--- config.mk ---
export PLATFORM = sky130hd
export DESIGN_NAME = flash_sequencer
export DESIGN_NICKNAME = d
export VERILOG_FILES = /design/src/rtl/flash_sequencer.sv
export SDC_FILE = /design/constraint.sdc
export NUM_CORES = 1
export LEC_CHECK = 0
export ABC_AREA = 1
export CAP_MARGIN = 20
export CORE_MARGIN = 2
export CORE_UTILIZATION = 54
export CTS_BUF_LIST = sky130_fd_sc_hd__clkbuf_8
export DETAILED_ROUTE_END_ITERATION = 7
export GPL_TIMING_DRIVEN = 0
export PLACE_DENSITY = 0.81
export SLEW_MARGIN = 20
export SYNTH_ARGS = -nofsm -noshare
export SYNTH_HDL_FRONTEND = slang
export SYNTH_SLANG_ARGS = --single-unit
--- constraint.sdc ---
create_clock -name clk -period 1.7 [get_ports clk]
set_input_delay 0.34 -clock clk [delete_from_list [all_inputs] [get_ports clk]]
set_output_delay 0.34 -clock clk [all_outputs]
set_load 0.05 [all_outputs]
--- src/rtl/flash_sequencer.sv ---
// flash_sequencer: drives an external LED flasher through a programmable
// number of runs. Each run resets the flasher, pulses its start input for
// FLICK_CYC cycles, then watches the LED vector until it lights and goes dark
// again. A run that never finishes within TIMEOUT cycles ends the sequence
// with an error pulse.
module flash_sequencer #(
    parameter int unsigned FLICK_CYC = 2,
    parameter int unsigned TIMEOUT   = 1000
) (
    input  logic        clk,
    input  logic        rst,
    input  logic        cmd_valid,
    output logic        cmd_ready,
    input  logic [3:0]  cmd_repeat,
    input  logic        cmd_abort,
    output logic        flick,
    output logic        flasher_rst_n,
    input  logic [15:0] led,
    output logic        busy,
    output logic        done,
    output logic        timeout_err,
    output logic [3:0]  runs_done
);

    typedef enum logic [2:0] {
        S_IDLE,
        S_FLRST,
        S_ARM,
        S_RUN,
        S_GAP,
        S_FIN,
        S_ABORT
    } state_t;

    // Terminal counts for the shared cycle counter in ARM and RUN.
    localparam logic [15:0] FLICK_LAST   = 16'(FLICK_CYC - 1);
    localparam logic [15:0] TIMEOUT_LAST = 16'(TIMEOUT - 1);

    state_t      state_q, state_d;
    logic [15:0] cnt_q, cnt_d;
    logic        seen_q, seen_d;
    logic [3:0]  repeat_q, repeat_d;
    logic [3:0]  runs_q, runs_d;
    logic        tout_d;

    logic        flick_q;
    logic        flasher_rst_n_q;
    logic        done_q;
    logic        timeout_err_q;

    logic        abortable;
    logic        run_complete;

    assign abortable    = (state_q == S_FLRST) || (state_q == S_ARM) ||
                          (state_q == S_RUN)   || (state_q == S_GAP);
    assign run_complete = seen_q && (led == 16'd0);

    // Next-state logic: sequencing, counters, run tracking. Abort is applied
    // last so it overrides completion and timeout decided in the same cycle.
    always_comb begin
        state_d  = state_q;
        cnt_d    = cnt_q;
        seen_d   = seen_q;
        repeat_d = repeat_q;
        runs_d   = runs_q;
        tout_d   = 1'b0;

        case (state_q)
            S_IDLE: begin
                if (cmd_valid) begin
                    repeat_d = cmd_repeat;
                    runs_d   = 4'd0;
                    state_d  = (cmd_repeat == 4'd0) ? S_FIN : S_FLRST;
                end
            end
            S_FLRST: begin
                cnt_d   = 16'd0;
                state_d = S_ARM;
            end
            S_ARM: begin
                if (cnt_q == FLICK_LAST) begin
                    cnt_d   = 16'd0;
                    seen_d  = 1'b0;
                    state_d = S_RUN;
                end else begin
                    cnt_d = cnt_q + 16'd1;
                end
            end
            S_RUN: begin
                if (run_complete) begin
                    runs_d  = (runs_q == 4'd15) ? runs_q : runs_q + 4'd1;
                    state_d = (runs_d == repeat_q) ? S_FIN : S_GAP;
                end else if (cnt_q == TIMEOUT_LAST) begin
                    tout_d  = 1'b1;
                    state_d = S_FIN;
                end else begin
                    cnt_d = cnt_q + 16'd1;
                    if (led != 16'd0) begin
                        seen_d = 1'b1;
                    end
                end
            end
            S_GAP: begin
                cnt_d   = 16'd0;
                state_d = S_ARM;
            end
            S_FIN: begin
                state_d = S_IDLE;
            end
            S_ABORT: begin
                state_d = S_IDLE;
            end
            default: begin
                state_d = S_IDLE;
            end
        endcase

        if (cmd_abort && abortable) begin
            state_d = S_ABORT;
            runs_d  = runs_q;
            tout_d  = 1'b0;
        end
    end

    // State and output registers; outputs are decoded from the next state so
    // they line up exactly with the state they describe.
    always_ff @(posedge clk) begin
        if (rst) begin
            state_q         <= S_IDLE;
            cnt_q           <= 16'd0;
            seen_q          <= 1'b0;
            repeat_q        <= 4'd0;
            runs_q          <= 4'd0;
            flick_q         <= 1'b0;
            flasher_rst_n_q <= 1'b0;
            done_q          <= 1'b0;
            timeout_err_q   <= 1'b0;
        end else begin
            state_q         <= state_d;
            cnt_q           <= cnt_d;
            seen_q          <= seen_d;
            repeat_q        <= repeat_d;
            runs_q          <= runs_d;
            flick_q         <= (state_d == S_ARM);
            flasher_rst_n_q <= !((state_d == S_FLRST) || (state_d == S_ABORT));
            done_q          <= (state_d == S_FIN);
            timeout_err_q   <= tout_d;
        end
    end

    assign cmd_ready     = (state_q == S_IDLE);
    assign busy          = (state_q != S_IDLE);
    assign flick         = flick_q;
    assign flasher_rst_n = flasher_rst_n_q;
    assign done          = done_q;
    assign timeout_err   = timeout_err_q;
    assign runs_done     = runs_q;

endmodule
# After elaboration in Yosys (flattened, before gate mapping)
# Cells that the tools add are included.
[totals]
regBits = 32
out_inout_bits = 10
inputBits = 24
[op_classes]
bitwise_logic = 2
mux = 22
n_reduce_logical = 21
add_sub_neg = 2
eq_ne = 18
[ops]
columns = ["cell", "n"]
rows = [
  ["$mux 16", 3],
  ["$pmux 16 s3", 1],
  ["$mux 3", 6],
  ["$add 16x1->16 const B", 1],
  ["$eq 16x1->1 const B", 1],
  ["$eq 16x10->1 const B", 1],
  ["$logic_not 16->1", 1],
  ["$reduce_bool 16->1", 1],
  ["$mux 4", 3],
  ["$pmux 3 s4", 1],
  ["$eq 3x2->1 const B", 3],
  ["$eq 3x3->1 const B", 3],
  ["$ne 2x2->1 const B", 4],
  ["$pmux 4 s2", 1],
  ["$eq 3x1->1 const B", 2],
  ["$mux 1", 6],
  ["$reduce_bool 3->1", 2],
  ["$reduce_and 5->1", 1],
  ["$add 4x1->4 const B", 1],
  ["$eq 4x4->1", 1],
  ["$eq 4x4->1 const B", 1],
  ["$logic_not 4->1", 1],
  ["$logic_or 1x1->1", 4],
  ["$ne 2x1->1 const B", 2],
  ["other kinds (11)", 14],
]

# Depth between registers and ports, before layout
# Gate-level depths: netlist of the first run.
[depth]
ltp_word = 10
mapped_depth = 16

# Worst setup path before layout of the first run
# Ideal clock, no wire load.
[synth_timing]
path_kind = "register -> register"
start = "reg runs_q[0], in the netlist runs_done[0]"
end = "reg flasher_rst_n_q, in the netlist flasher_rst_n"
arrival_time_ns = 1.933
path_stages_with_launch = 15
setup_slack_ns = -0.346
path_cell_list = "dfxtp_1 ha_1 nand2_1 nor2_1 nand2_1 nand3_1 nand2_1 nor2_1 nand2_1 nand2_1 nand2_1 nand2_1 nand3_1 nand2_1 nand2_1"
[synth_between]
elab_chain_cells = 10
elab_cells_between_ends = 12
[synth_lines]
columns = ["item", "line", "source"]
rows = [
  ["start, declared", "43", "logic [3:0] runs_q, runs_d;"],
  ["start signal, assigned", "143", "runs_q <= runs_d;"],
  ["$add 4x1->4 / $eq 4x4->1 (equally long branches)", "91", "runs_d = (runs_q == 4'd15) ? runs_q : runs_q + 4'd1;"],
  ["$mux 4 *", "91", ""],
  ["$eq 4x4->1 *", "92", "state_d = (runs_d == repeat_q) ? S_FIN : S_GAP;"],
  ["$mux 1 *", "92", ""],
  ["$mux 3 *", "90", "if (run_complete) begin"],
  ["$pmux 3 s4 *", "68", "case (state_q)"],
  ["$mux 3 *", "118", "if (cmd_abort && abortable) begin"],
  ["$eq 3x1->1 / $eq 3x3->1 (equally long branches)", "145", "flasher_rst_n_q <= !((state_d == S_FLRST) || (state_d == S_ABORT));"],
  ["$logic_or 1x1->1 *", "145", ""],
  ["$logic_not 1->1 *", "145", ""],
  ["end signal, assigned", "145", ""],
  ["end, declared", "47", "logic flasher_rst_n_q;"],
]
# Mark *: on every way between the ends. The rest lies on a longest branch, timed or not.
# A chain may end at the register's enable or synchronous reset.

# Worst setup path in the final report of the first run
[layout_timing]
start = "reg cnt_q[15]"
end = "reg cnt_q[11]"
[layout_between]
elab_chain_cells = 3
elab_cells_between_ends = 6
[layout_lines]
columns = ["item", "line", "source"]
rows = [
  ["start, declared", "40", "logic [15:0] cnt_q, cnt_d;"],
  ["start signal, assigned", "140", "cnt_q <= cnt_d;"],
  ["$eq 16x1->1 / $eq 16x10->1 (equally long branches)", "81, 93", ""],
  ["$mux 16 / $ne 2x2->1 (equally long branches)", "n/a", ""],
  ["$pmux 16 s3 / $reduce_and 3->1 (equally long branches)", "n/a", ""],
]
# Parallel ways exist; a longest one is shown, timed or not.

==> results of run 1 <==
-- where the power goes --
part	internal (mW)	switching, mW	total (mW)
clock network	0.323	0.283	0.605
registers	0.890	0.127	1.02
logic	0.835	1.28	2.12
total	2.05	1.69	3.74
-- placed cells by master, fill, tap and decap left out, types with 3 or more instances in the layout --
master,n
a21oi_1,21
a21oi_2,4
buf_4,16
buf_6,4
clkbuf_8,6
clkdlybuf4s50_1,7
dfxtp_1,22
dfxtp_2,6
dfxtp_4,4
dlygate4sd2_1,24
inv_1,29
inv_2,12
nand2_1,61
nand2_2,17
nand3_1,14
nand3_2,7
nand4_1,6
nor2_1,28
nor2_2,4
nor3_1,10
nor3_4,4
o21ai_0,7
o21ai_1,5
xor2_1,3
-- per-layer routing --
metal	track usage	vias up	routed length, microns
li1	-	1088	-
met1	0.307	988	2250
met2	0.458	52	2750
met3	0.0405	16	279
met4	0.0897	0	136
met5	0	-	0
-- registers in the layout, indices dropped and copies added, names as in the netlist --
name           cells
seen_q             1
flasher_rst_n      1
done               1
flick              1
runs_done          4
timeout_err        1
repeat_q           4
cnt_q             16
state_q            3
-- worst min-delay path, cell delays in order (launching register included) --
cell and delay [ns]:
dfxtp_1 0.31, inv_1 0.07, a21oi_1 0.06
-- cell usage after synthesis (3+ instances only) --
master	number
a21oi_1	24
buf_6	3
dfxtp_1	32
ha_1	3
inv_1	30
inv_2	13
nand2_1	79
nand3_1	21
nand4_1	6
nor2_1	33
nor3_1	10
nor3_2	5
o21ai_0	7
o21ai_1	6
xor2_1	3
-- what timing repair did --
action	CTS	global route
setup endpoints to repair	33	26
gates resized for setup	49	48
pin swaps	15	25
cloned	2	0
hold endpoints to repair	0	0
buffers inserted	5	14
-- through the flow --
stage	utilization	hold WS, ns	std cells
after floorplan	-	0.439	296
after global placement	0.689	0.449	375
after detailed placement	0.689	0.461	375
after CTS	0.750	0.486	390
after global routing	0.831	0.512	404
final	0.831	0.483	404
-- worst paths after layout --
check,slack (ns),endpoint,cells past startpoint
worst min-delay path,0.48,repeat_q[2],2
worst max register to register,-0.002,cnt_q[11],8
worst max-delay path,-0.002,cnt_q[11],8
worst min register to register,0.48,repeat_q[2],2
-- layout make-up --
cell class                 count  area (sq um)
inverter                      45           179
timing repair buffer          54           489
multi-input combinational    215          1290
sequential                    32           663
clock buffer                   6          82.6
buffer                         4          45.0
clock inverter                 2          10.0
fill                         217           573
tap                           46          57.6
-- logic make-up (layout without fill, tap and decap cells) --
logic type / count (synthesis) / after routing / synth area share
AO/OA/AOI/OAI: 43 / 43 / 0.126
buffers and inverters: 49 / 111 / 0.107
flip-flops: 32 / 32 / 0.332
XOR/XNOR: 3 / 3 / 0.0136
AND/OR/NAND/NOR: 166 / 166 / 0.402
adder cells (fa/ha/maj): 3 / 3 / 0.0194
==> results.json, run 1 <==
{
  "grt_pass1_vias": 1984,
  "yosysUniqueCellTypes": 31,
  "crit_top_cell": "nand3_2",
  "synth_edf_count": 0,
  "fin_area_sq_um": 2820,
  "p_per_area_nw_per_um2": 1330,
  "via_per_inst": 5.31,
  "synthDominantCellAreaShare": 0.332,
  "routed_wl_mm": 5.43,
  "first_iter_violations": 134,
  "fin_ws_ns": -0.00210,
  "slowest_delay_ns": 0.34,
  "finalHoldViolCount": 0,
  "ys_ff_latch": 32,
  "die_w_microns": 63.8,
  "grt_max_degree": 11,
  "leakagePower_nw": 1.22,
  "syn_inst": 296,
  "grt_remaining_overflow": 0,
  "finalCriticalPeriod_ns": 1.70,
  "crit_start": "cnt_q[15]",
  "fin_skew_ns": 0.00375,
  "place_ws_ns": -0.458,
  "finalPower_mw": 3.74,
  "port_buffers": 33,
  "maxSlewHeadroom": 0.674,
  "violations": "setup timing",
  "synth.cell_area_sq_um": 1930,
  "hold_start": "repeat_q[2]",
  "fp.dieH_microns": 63.8,
  "gp_congestion": 0.867,
  "antenna_left": 0,
  "maxSlewViolCount": 0,
  "area_delta_synth_final_pct": 45.8,
  "critical_path_peak_fanout": 5,
  "clockRootBuffer": "clkbuf_8",
  "vias": 2144,
  "tightest_slew_ns": 0.489,
  "synth_top_area_cell": "dfxtp_1",
  "core_area_sq_um": 3390,
  "yosys-top-cells-area": "dfxtp_1 (33%), nand2_1 (15%), nor2_1 (6.4%), a21oi_1 (6.2%), inv_1 (5.8%)",
  "wl_per_cell_microns": 13.4,
  "ir_worst_vdd_mv": 1.01,
  "startpoint_type": "register",
  "hpwl_mm": 3.33,
  "dieArea_sq_um": 4070,
  "grt_pass1_wl_mm": 8.33,
  "async_flop_share": 0,
  "worstSkewPairLatency_ns": 0.29,
  "finalSetupViolCount": 2,
  "max_cap_viol_count": 0,
  "outcome": "finished with violations",
  "cts.sinks": 32,
  "grt_usage": 0.256,
  "start_util": 0.570,
  "cts_buffers": 5,
  "tns_ns": -0.00361,
  "worstSetupEndpointType": "register",
  "hold_buffers": 0,
  "place_area_sq_um": 2330,
  "syn_area_per_cell_sq_um": 6.53,
  "timing.fmax_mhz": 588,
  "synth_warnings": 0,
  "slowest_stage": "dfxtp_2",
  "rows": 21,
  "r2r-start": "cnt_q[15]",
  "cp.arrival_ns": 1.88,
  "clk_path_buf_depth": 2,
  "clkSlewWorstSetupHoldPaths_ns": 0.07,
  "synth_ff_type": "dfxtp_1",
  "critical_path.cell_chain": "nor2_2 > nand3_2 > nor3_4 > nand3_2 > nand3_4 > buf_4 > o21ai_0 > nor3b_2",
  "rsz0062_at_grt": "yes",
  "worst_path_dominant_cell_family": "simple AND/OR/NAND/NOR gates",
  "seq_area_frac_synth": 0.332,
  "drtPass1Iterations": 4,
  "htreeDepth": 2,
  "drc_errors": 0,
  "syn-num-nets": 323,
  "min_period_over_period": 1.00,
  "crit_buf_inv": 1,
  "timing_worst_setup_path_type": "register to register",
  "fin_nets": 384,
  "antennaDiodeCount": 0,
  "hold_path.class": "register to register",
  "cp.required_ns": 1.87,
  "io_pins": 34,
  "cts_tree": "done",
  "antenna_found_initial": 0,
  "layout-drive-gt1-share": 0.316
}
Note: power is estimated with default switching activity, not from simulation.
==> inputs of run 2 (changes only) <==
- GPL_ROUTABILITY_DRIVEN: default -> 0
- SLEW_MARGIN: 20 -> default
- TNS_END_PERCENT: default -> 20
==> run 2 against run 1 <==
  * Worst hold slack hardly changed
  * Clock power hardly changed
  * The flow now finishes without violations
  * Via count is 2.1% lower
  * Largest power group unchanged
  * Sequential share of layout area is 0.31 points lower
  * Critical endpoint is now flasher_rst_n
  * Final cell count stayed put
  * Clock-buffer cell count stayed put
  * Global-route usage is 0.87 points lower
==> results.json, run 2 (synthesized netlist as in run 1, its figures left out) <==
{
  "outcome": "completed",
  "maxSlewViolCount": 0,
  "grt_remaining_overflow": 0,
  "rsz0062_at_grt": "yes",
  "cp.required_ns": 1.88,
  "worstSetupEndpointType": "register",
  "max_cap_viol_count": 0,
  "n_fill_cell": 217,
  "final_common_cell": "nand2_1",
  "maxSlewHeadroom": 0.661,
  "startpoint_type": "register",
  "grt_pass1_wl_mm": 8.05,
  "first_iter_violations": 141,
  "cts.sinks": 32,
  "rows": 21,
  "vias": 2099,
  "core_area_sq_um": 3390,
  "timing.fmax_mhz": 596,
  "finalCriticalPeriod_ns": 1.68,
  "layout_common_cells": "nand2_1 (61), inv_1 (29), nor2_1 (28)",
  "via_per_inst": 5.20,
  "antenna_found_initial": 0,
  "fin_area_sq_um": 2850,
  "place_area_sq_um": 2330,
  "fin_nets": 384,
  "drtPass1Iterations": 4,
  "leakagePower_nw": 1.28,
  "fp.dieH_microns": 63.8,
  "area_delta_synth_final_pct": 47.5,
  "worstSkewPairLatency_ns": 0.28,
  "fin_skew_ns": 0.00395,
  "drc_errors": 0,
  "grt_usage": 0.247,
  "clkSlewWorstSetupHoldPaths_ns": 0.07,
  "io_pins": 34,
  "finalHoldViolCount": 0,
  "port_buffers": 33,
  "antenna_left": 0,
  "hpwl_mm": 3.33,
  "min_period_over_period": 0.987,
  "clockRootBuffer": "clkbuf_8",
  "tightest_slew_ns": 0.509,
  "clk_path_buf_depth": 2,
  "postLayoutCoreUtil": 0.841,
  "antennaDiodeCount": 0,
  "p_per_area_nw_per_um2": 1330,
  "largest_register_ffs": 16,
  "wl_per_cell_microns": 13.1,
  "cts_buffers": 5,
  "layout-drive-gt1-share": 0.307,
  "timing_worst_setup_path_type": "register to register",
  "grt_pass1_vias": 1958,
  "cp.arrival_ns": 1.86,
  "hold_path.class": "register to register",
  "dieArea_sq_um": 4070,
  "top_register": "cnt_q",
  "cts_tree": "done",
  "die_w_microns": 63.8,
  "critical_path_peak_fanout": 5,
  "routed_wl_mm": 5.29,
  "start_util": 0.570,
  "grt_max_degree": 11,
  "finalSetupViolCount": 0,
  "htreeDepth": 2,
  "ir_worst_vdd_mv": 0.913
}
## run 2: final cells by class
type                            instances  area [sq um]  area share
Clock buffer                            6          82.6      0.0290
Timing Repair Buffer                   54           523       0.184
Tap cell                               46          57.6      0.0202
Sequential cell                        32           662       0.232
Multi-Input combinational cell        215          1290       0.453
Clock inverter                          2          10.0     0.00351
Inverter                               45           179      0.0628
Buffer                                  4          45.0      0.0158
## run 2: through the flow
stage                     total power, mW  hold WS [ns]  setup WS (ns)  std cells  setup TNS, ns
after global routing                 4.02         0.515        -0.0859        404         -0.786
after detailed placement             2.58         0.461         -0.458        375          -9.40
after floorplan                      2.15         0.439         0.0132        296              0
final                                3.79         0.483         0.0226        404              0
after CTS                            3.23         0.486        -0.0892        386         -0.230
after global placement               2.56         0.449         -0.427        375          -8.43
## run 2: critical path, cell delays in order, from the launching register on
cell     delay (ns)
dfxtp_4        0.38
ha_4           0.19
nand2_4        0.07
nor2_4         0.16
nand2_2        0.08
nand3_2        0.07
nand2_2        0.05
nor2_2         0.09
nand2_1        0.06
nand2_1        0.07
nand2_1        0.06
nand2_2        0.10
nand3_2        0.07
nand2_1        0.07
nand2_1        0.05
## run 2: worst paths after layout
kind                      from       endpoint  slack (ns)  cells after the start
hold reg to reg    repeat_q[2]    repeat_q[2]        0.48                      2
setup reg to reg  runs_done[1]  flasher_rst_n        0.02                     14
setup / recovery  runs_done[1]  flasher_rst_n        0.02                     14
hold / removal     repeat_q[2]    repeat_q[2]        0.48                      2
## run 2: where the power goes
group	internal [mW]	switching (mW)
registers	0.890	0.118
clock network	0.323	0.284
logic	0.868	1.31
total	2.08	1.71
## run 2: layer usage
layer  vias up  track usage  part of all wire
li1       1087            -                 -
met1       956        0.298              0.43
met4         0        0.101             0.013
met5         -            0                 0
met2        48        0.435              0.51
met3         8       0.0370             0.044
## run 2: what timing repair did
action / 4_1_cts / 5_1_grt
hold buffers: 0 / 0
buffers inserted: 3 / 15
setup endpoints to repair: 33 / 26
gates cloned: 0 / 3
pin swaps: 7 / 34
resized for setup: 30 / 71
==> inputs of run 3 (changes only) <==
- clock period: 1.7 -> 1.6 ns (I/O delays scaled with it)
==> run 3 against run 2 <==
  * The flow now finishes with violations (setup timing)
  * Power grew 9.5%
  * Sequential power grew 8%
  * Register-to-register slack lost 0.12 ns
  * Sequential share of layout area grew 0.42 points
  * Non-clock buffer count shrank 1
  * Via count grew 1.7%
  * Combinational power is essentially flat
  * Worst hold slack lost 0.0082 ns
  * Clock skew grew 0.0044 ns
  * Fmax shrank 1.3%
  * Critical path type unchanged
  * Highest routed layer unchanged
==> results.json, run 3 (synthesized netlist as in run 1, its figures left out) <==
{
  "layout-drive-gt1-share": 0.317,
  "finalHoldViolCount": 0,
  "dp.cells": 375,
  "hold_buffers": 0,
  "grt_usage": 0.256,
  "grt_pass1_vias": 1882,
  "crit_top_cell": "nand2_1",
  "top_register": "cnt_q",
  "tightest_slew_ns": 0.492,
  "worst_path_dominant_cell_family": "simple AND/OR/NAND/NOR gates",
  "htreeDepth": 2,
  "violations": "setup timing",
  "die_w_microns": 63.8,
  "finalCriticalPeriod_ns": 1.70,
  "maxSlewViolCount": 0,
  "fp.dieH_microns": 63.8,
  "cp.arrival_ns": 1.88,
  "drc_errors": 0,
  "slowest_delay_ns": 0.38,
  "hold_path.class": "register to register",
  "finalSetupViolCount": 17,
  "startpoint_type": "register",
  "critical_path_peak_fanout": 5,
  "slowest_stage": "dfxtp_4",
  "fin_skew_ns": 0.00836,
  "via_per_inst": 5.30,
  "cts_buffers": 5,
  "dieArea_sq_um": 4070,
  "timing.fmax_mhz": 589,
  "wl_per_cell_microns": 13.4,
  "final_common_cell": "nand2_1",
  "min_period_over_period": 1.06,
  "cts.sinks": 32,
  "grt_remaining_overflow": 0,
  "place_area_sq_um": 2360,
  "seq_area_sq_um": 669,
  "largest_register_ffs": 16,
  "routed_wl_mm": 5.39,
  "vias": 2134,
  "layout_common_cells": "nand2_1 (63), inv_1 (29), nor2_1 (27)",
  "outcome": "finished with violations",
  "antenna_found_initial": 0,
  "n_fill_cell": 209,
  "hpwl_mm": 3.29,
  "cp.required_ns": 1.78,
  "grt_max_degree": 11,
  "reg2reg_depth": 14,
  "max_cap_viol_count": 0,
  "grt_pass1_wl_mm": 8.21,
  "fin_cells": 403,
  "place_ws_ns": -0.536,
  "fin_area_sq_um": 2830,
  "p_per_area_nw_per_um2": 1470,
  "antennaDiodeCount": 0,
  "fin_ws_ns": -0.0989,
  "clk_path_buf_depth": 2,
  "ir_worst_vdd_mv": 1.05,
  "clkSlewWorstSetupHoldPaths_ns": 0.07,
  "maxSlewHeadroom": 0.673,
  "drtPass1Iterations": 4,
  "holdWs_ns": 0.474,
  "clockRootBuffer": "clkbuf_8",
  "multiInputGateArea_sq_um": 1270,
  "antenna_left": 0,
  "timing_worst_setup_path_type": "register to register",
  "first_iter_violations": 194,
  "cp_num_cells": 14,
  "area_delta_synth_final_pct": 46.5,
  "min_path_cells": 2,
  "fin_nets": 383,
  "finalPower_mw": 4.15,
  "core_area_sq_um": 3390,
  "port_buffers": 33,
  "leakagePower_nw": 1.23,
  "critical_path.cell_chain": "ha_4 > nand2_4 > nor2_4 > nand2_1 > nand3_1 > nand2_1 > nor2_1 > nand2_1 > nand2_1 > nand2_1 > nand2_2 > nand3_2 > nand2_1 > nand2_1",
  "worstSetupEndpointType": "register",
  "crit_buf_inv": 0,
  "cts_tree": "done",
  "worstSkewPairLatency_ns": 0.29,
  "io_pins": 34,
  "rows": 21,
  "rsz0062_at_grt": "yes",
  "start_util": 0.570
}
-- run 3: timing repair --
| action | in CTS | in global routing |
|---|---|---|
| setup buffers | 6 | 13 |
| cloned | 2 | 0 |
| resized for setup | 55 | 46 |
| pin swaps | 21 | 27 |
| setup endpoints to repair | 34 | 26 |
-- run 3: final cells by class --
class | instances | share of cell area
multi-input cells | 215 | 0.450
flip-flops and latches | 32 | 0.237
repair buffers | 53 | 0.171
inverters | 45 | 0.0632
clock buffers | 7 | 0.0340
well taps | 46 | 0.0203
plain buffers | 4 | 0.0146
clock inverters | 1 | 0.0106
-- run 3: worst min-delay path, stage by stage (launching register included) --
cell	delay [ns]
dfxtp_1	0.31
inv_1	0.06
a21oi_1	0.06
-- run 3: where the power goes --
part | total [mW] | switching (mW) | internal (mW)
sequential | 1.09 | 0.141 | 0.951
combinational | 2.21 | 1.34 | 0.870
clock | 0.851 | 0.302 | 0.549
-- run 3: routing by layer --
layer  global-route usage  wire length [microns]  part of all wire
met3               0.0546                    264             0.049
met2                0.434                   2680              0.50
met5                    0                      0                 0
met4               0.0870                    123             0.023
met1                0.322                   2320              0.43
-- run 3: worst paths after layout --
kind	slack, ns	endpoint	start
min	0.47	repeat_q[2]	repeat_q[2]
min reg2reg	0.47	repeat_q[2]	repeat_q[2]
max	-0.1	flasher_rst_n	runs_done[0]
max reg2reg	-0.1	flasher_rst_n	runs_done[0]
-- run 3: through the flow --
| step | util | TNS (ns) |
|---|---|---|
| 6_report | 0.835 | -0.853 |
| 5_1_grt | 0.835 | -2.96 |
| 4_1_cts | 0.766 | -0.239 |
| 3_5_place_dp | 0.696 | -11.71 |
| 3_3_place_gp | 0.696 | -10.73 |
| 2_1_floorplan | - | 0 |
